**config.mk**
```make
export PLATFORM = sky130hd
export DESIGN_NAME = uart_tx_arbiter
export DESIGN_NICKNAME = d
export VERILOG_FILES = /design/src/rtl/uart_pkg.sv /design/src/rtl/uart_tx_arbiter_rr_picker.sv /design/src/rtl/uart_tx_arbiter.sv
export SDC_FILE = /design/constraint.sdc
export NUM_CORES = 1
export LEC_CHECK = 0
export CAP_MARGIN = 20
export CORE_MARGIN = 2
export CORE_UTILIZATION = 50
export CTS_BUF_LIST = sky130_fd_sc_hd__clkbuf_4 sky130_fd_sc_hd__clkbuf_8
export DETAILED_ROUTE_END_ITERATION = 7
export PLACE_DENSITY = 0.88
export SLEW_MARGIN = 25
export SYNTH_ARGS = -nofsm -noshare
export SYNTH_HDL_FRONTEND = slang
export SYNTH_SLANG_ARGS = --single-unit
```
**constraint.sdc**
```tcl
create_clock -name clk -period 3.15 [get_ports clk]
set_input_delay 0.4725 -clock clk [delete_from_list [all_inputs] [get_ports clk]]
set_output_delay 0.4725 -clock clk [all_outputs]
set_load 0.005 [all_outputs]
```
**src/rtl/uart_pkg.sv**
```systemverilog
// uart_pkg: shared word width, arbiter state encoding and default start timeout.
package uart_pkg;
  localparam int UART_DATA_W = 9;
  localparam int START_TIMEOUT_DEF = 16;
  typedef enum logic [1:0] {
    ST_IDLE      = 2'd0,
    ST_LAUNCH    = 2'd1,
    ST_WAIT_BUSY = 2'd2,
    ST_WAIT_DONE = 2'd3
  } state_t;
endpackage

```
**src/rtl/uart_tx_arbiter_rr_picker.sv**
```systemverilog
// rr_picker: combinational round-robin search starting at ptr, wrapping modulo N_REQ.
module rr_picker #(
  parameter int N_REQ = 4,
  localparam int IW = $clog2(N_REQ)
) (
  input  logic [N_REQ-1:0] req,
  input  logic [IW-1:0]    ptr,
  output logic [IW-1:0]    winner,
  output logic             any_req
);
  logic [IW:0] idx;
  // Scan offsets from farthest to nearest so the nearest requester overwrites last.
  always_comb begin
    winner = '0;
    idx = '0;
    for (int j = N_REQ - 1; j >= 0; j--) begin
      idx = {1'b0, ptr} + (IW+1)'(j);
      idx = idx >= (IW+1)'(N_REQ) ? idx - (IW+1)'(N_REQ) : idx;
      if (req[idx[IW-1:0]]) winner = idx[IW-1:0];
    end
  end
  assign any_req = |req;
endmodule

```
**src/rtl/uart_tx_arbiter.sv**
```systemverilog
// uart_tx_arbiter: round-robin sharing of one uart_transmitter among N_REQ byte sources.
module uart_tx_arbiter
  import uart_pkg::*;
#(
  parameter int N_REQ = 4,
  parameter int DATA_W = UART_DATA_W,
  parameter int START_TIMEOUT = START_TIMEOUT_DEF,
  localparam int IW = $clog2(N_REQ),
  localparam int CW = $clog2(START_TIMEOUT) + 1
) (
  input  logic                    clk,
  input  logic                    reset,
  input  logic [N_REQ-1:0]        req,
  input  logic [N_REQ*DATA_W-1:0] req_data,
  output logic [N_REQ-1:0]        ack,
  output logic [DATA_W-1:0]       tx_data,
  output logic                    tx_send,
  input  logic                    tx_busy,
  output logic [IW-1:0]           grant_id,
  output logic                    active,
  output logic                    err_timeout
);
  state_t            state, state_n;
  logic [IW-1:0]     rr_ptr, ptr_n, gid_n, winner;
  logic [CW-1:0]     cnt, cnt_n;
  logic [N_REQ-1:0]  ack_n;
  logic [DATA_W-1:0] data_n;
  logic              send_n, err_n, any_req;

  rr_picker #(.N_REQ(N_REQ)) u_pick (
    .req(req),
    .ptr(rr_ptr),
    .winner(winner),
    .any_req(any_req)
  );

  always_comb begin
    state_n = state;
    ack_n = '0;
    send_n = 1'b0;
    data_n = tx_data;
    gid_n = grant_id;
    ptr_n = rr_ptr;
    cnt_n = cnt;
    err_n = err_timeout;
    case (state)
      ST_IDLE:
        if (any_req && !tx_busy) begin
          state_n = ST_LAUNCH;
          ack_n = N_REQ'(1) << winner;
          send_n = 1'b1;
          data_n = req_data[int'(winner)*DATA_W +: DATA_W];
          gid_n = winner;
          ptr_n = (winner == IW'(N_REQ - 1)) ? '0 : winner + IW'(1);
        end
      ST_LAUNCH: begin
        cnt_n = '0;
        state_n = ST_WAIT_BUSY;
      end
      // A launch that never raises busy drops the word and flags a sticky error.
      ST_WAIT_BUSY:
        if (tx_busy) state_n = ST_WAIT_DONE;
        else if (cnt == CW'(START_TIMEOUT - 1)) begin
          err_n = 1'b1;
          state_n = ST_IDLE;
        end else cnt_n = cnt + CW'(1);
      ST_WAIT_DONE: state_n = tx_busy ? ST_WAIT_DONE : ST_IDLE;
      default: state_n = ST_IDLE;
    endcase
  end

  always_ff @(posedge clk or negedge reset) begin
    if (!reset) begin
      state <= ST_IDLE;
      ack <= '0;
      tx_send <= 1'b0;
      tx_data <= '0;
      grant_id <= '0;
      rr_ptr <= '0;
      cnt <= '0;
      err_timeout <= 1'b0;
    end else begin
      state <= state_n;
      ack <= ack_n;
      tx_send <= send_n;
      tx_data <= data_n;
      grant_id <= gid_n;
      rr_ptr <= ptr_n;
      cnt <= cnt_n;
      err_timeout <= err_n;
    end
  end

  assign active = state != ST_IDLE;
endmodule

```
==> results.sh <==
export IMPL_endpoint_kind="output pin"
export IMPL_hold_buffers=0
export IMPL_combinationalPowerShare_pct=46.9
export IMPL_port_buffers=60
export IMPL_drv_slew=0
export IMPL_grt_max_degree=27
export IMPL_num_vias=1430
export IMPL_hpwl_mm=3.32
export IMPL_min_path_type="primary input to async pin"
export IMPL_ant_nets=0
export IMPL_syn_cell_area_sq_mm=0.00168
export IMPL_clock_latency_ns=0.32
export IMPL_drt_iter0_drc=94
export IMPL_finalNonFillerCells=263
export IMPL_async_reset_ff_share_pct=100
export IMPL_cts_resized=0
export IMPL_p_leak_nw=0.997
export IMPL_h_tree_depth=1
export IMPL_core_area_sq_mm=0.00328
export IMPL_tightestPinTransition_ns=0.680
export IMPL_layout_drive_gt1_share_pct=16.1
export IMPL_maxSlewHeadroom_pct=54.5
export IMPL_p_clk_share_pct=15.1
export IMPL_power_density_mw_per_mm2=631
export IMPL_ir_drop_mv=0.414
export IMPL_drc=0
export IMPL_crit_arrival_ns=1.71
export IMPL_yosysSeqAreaShare_pct=38.7
export IMPL_min_period_ns=2.19
export IMPL_switching_share_pct=35.4
export IMPL_clock_skew_ns=0.0181
export IMPL_maxCapViolations=0
export IMPL_place_congestion=0.923
export IMPL_cp_slowest_cell="dfrtp_1"
export IMPL_dp_cells=259
export IMPL_synth_edf_count=0
export IMPL_diodes=0
export IMPL_syn_nets=207
export IMPL_hold_slack_ns=0.492
export IMPL_cp_start_kind="register"
export IMPL_cts_tree="built"
export IMPL_ios=61
export IMPL_crit_path_max_fanout=15
export IMPL_syn_avg_cell_area_sq_um=10.5
export IMPL_wl_per_cell_microns=15.6
export IMPL_crit_type="register to output pin"
export IMPL_nets=264
export IMPL_track_usage_pct=22.6
export IMPL_path_cells="or2_2, clkdlybuf4s50_1"
export IMPL_critical_path_required_ns=2.68
export IMPL_grt_pass1_vias=1378
export IMPL_initial_utilization_pct=51.2
export IMPL_p_int_w=0.000953
export IMPL_dieArea_sq_mm=0.00385
export IMPL_die_x_microns=62.0
export IMPL_fin_setup_tns_ns=0
export IMPL_firstDrtPassIters=4
export IMPL_clockBufferDepth=2
export IMPL_synth_cells=161
export IMPL_final_hold_viol_count=0
export IMPL_critPathMaxStageDelay_ns=0.58
export IMPL_status="finished clean"
export IMPL_timing_fmax_ghz=0.458
export IMPL_synth_warning_count=0
export IMPL_cts_sinks=26
export IMPL_synth_main_ff_cell="dfrtp_1"
export IMPL_die_h_microns=62.0
export IMPL_post_cts_buffers=0
export IMPL_seqPwrFrac_pct=38.0
export IMPL_rows=21
export IMPL_clkTransAtPathRegs_ns=0.15
export IMPL_cts_buffers=3
export IMPL_cts_root_buf="clkbuf_4"
export IMPL_rsz0062_at_grt="no"
export IMPL_finalCritPeriodShare_pct=69.4
export IMPL_ys_types=45
export IMPL_finalPower_w=0.00148
export IMPL_area_growth_pct=39.0
export IMPL_grt_pass1_wl_mm=6.27
export IMPL_finalSetupViolations=0
export IMPL_ys_ff_latch=26
export IMPL_switchingPower_w=0.000523
export IMPL_avgViaCountPerCell=5.44
export IMPL_postRouteWirelength_mm=4.11
export IMPL_antenna_found_initial=0
export IMPL_grt_ovfl_total=0
power by group through the flow:
stage	logic, W	clock network (W)	registers (W)
after floorplan	0.000454	0	0.000524
after global placement	0.000665	0	0.000558
after detailed placement	0.000697	0	0.000567
after CTS	0.000701	0.000229	0.000560
after global routing	0.000761	0.000240	0.000580
final	0.000692	0.000223	0.000561
sequential cells by signal, summed over array words and instances (netlist names):
name and count:
tx_send 1, tx_data 9, state 2, rr_ptr 2, cnt 5, grant_id 2, err_timeout 1, ack 4
worst max-delay path: cells and delay by family (launching register included):
family	cells	cell delay (ns)
buf+inv	1	0.45
flops	1	0.58
simple gates	1	0.38
cells in the final DEF, fill, tap and decap left out, types with 2 or more instances in the layout:
master | synthesis | final
buf_4 | 0 | 2
nor2_1 | 7 | 7
inv_1 | 3 | 3
clkdlybuf4s50_1 | 0 | 60
o21ai_0 | 5 | 5
nand2_1 | 23 | 23
o211ai_1 | 2 | 2
ha_1 | 3 | 3
a21oi_1 | 3 | 3
o21ai_2 | 8 | 8
nor3_1 | 2 | 2
clkbuf_4 | 0 | 3
o31a_1 | 10 | 10
a21o_1 | 2 | 2
nor2b_1 | 2 | 2
and4_1 | 9 | 9
o211ai_2 | 8 | 8
nor2_4 | 2 | 2
dfrtp_1 | 26 | 26
mux2i_1 | 11 | 11
final cells by class:
type	count	area [sq um]
clock buffers	3	22.5
clock inverters	1	30.0
fillers	250	945
inverters	4	15.0
multi-input cells	121	948
flip-flops and latches	26	651
well taps	46	57.6
repair buffers	62	616
final timing paths:
check,start,endpoint,slack [ns],cells past startpoint
max in group asynchronous,reset,ack[0],2.40,2
min in group clk,err_timeout,err_timeout,0.49,1
setup / recovery,state[1],active,0.96,2
setup reg to reg,rr_ptr[1],tx_data[7],1.07,5
hold reg to reg,err_timeout,err_timeout,0.49,1
hold / removal,reset,cnt[4],0.49,2
logic make-up after synthesis:
logic type / count (synthesis) / synth area share (%)
AO/OA/AOI/OAI: 48 / 25.8
adder cells (fa/ha/maj): 3 / 2.23
buffers and inverters: 14 / 4.98
flip-flops: 26 / 38.7
multiplexers: 13 / 8.55
AND/OR/NAND/NOR: 57 / 19.8
synthesized netlist by cell type, types with 2 or more instances:
| cell type | n | area [sq um] |
|---|---|---|
| dfrtp_1 | 26 | 651 |
| a21oi_1 | 3 | 15.0 |
| ha_1 | 3 | 37.5 |
| o211ai_2 | 8 | 100 |
| inv_1 | 3 | 11.3 |
| clkbuf_1 | 5 | 18.8 |
| a21o_1 | 2 | 15.0 |
| and4_1 | 9 | 78.8 |
| buf_6 | 4 | 45.0 |
| mux2i_1 | 11 | 110 |
| o211ai_1 | 2 | 15.0 |
| nor2_1 | 7 | 26.3 |
| nand2_1 | 23 | 86.3 |
| o21ai_2 | 8 | 70.1 |
| nor2_4 | 2 | 22.5 |
| nor3_1 | 2 | 10.0 |
| o31a_1 | 10 | 87.6 |
| nor2b_1 | 2 | 12.5 |
| o21ai_0 | 5 | 25.0 |
routing by layer:
| metal | GRT usage [%] | share of wire (%) |
|---|---|---|
| met5 | 0 | 0 |
| met4 | 6.38 | 0.61 |
| met3 | 3.11 | 3.3 |
| met2 | 40.3 | 54 |
| met1 | 28.4 | 42 |
through the flow:
stage | worst slack [ns] | cell area, sq um | util, %
2_1_floorplan | 1.43 | 1680 | -
3_5_place_dp | 0.621 | 2290 | 69.6
5_1_grt | 0.879 | 2340 | 71.2
6_report | 0.964 | 2340 | 71.2
4_1_cts | 0.953 | 2340 | 71.2
3_3_place_gp | 0.675 | 2290 | 69.6
Note: power is estimated with default switching activity, not from simulation.
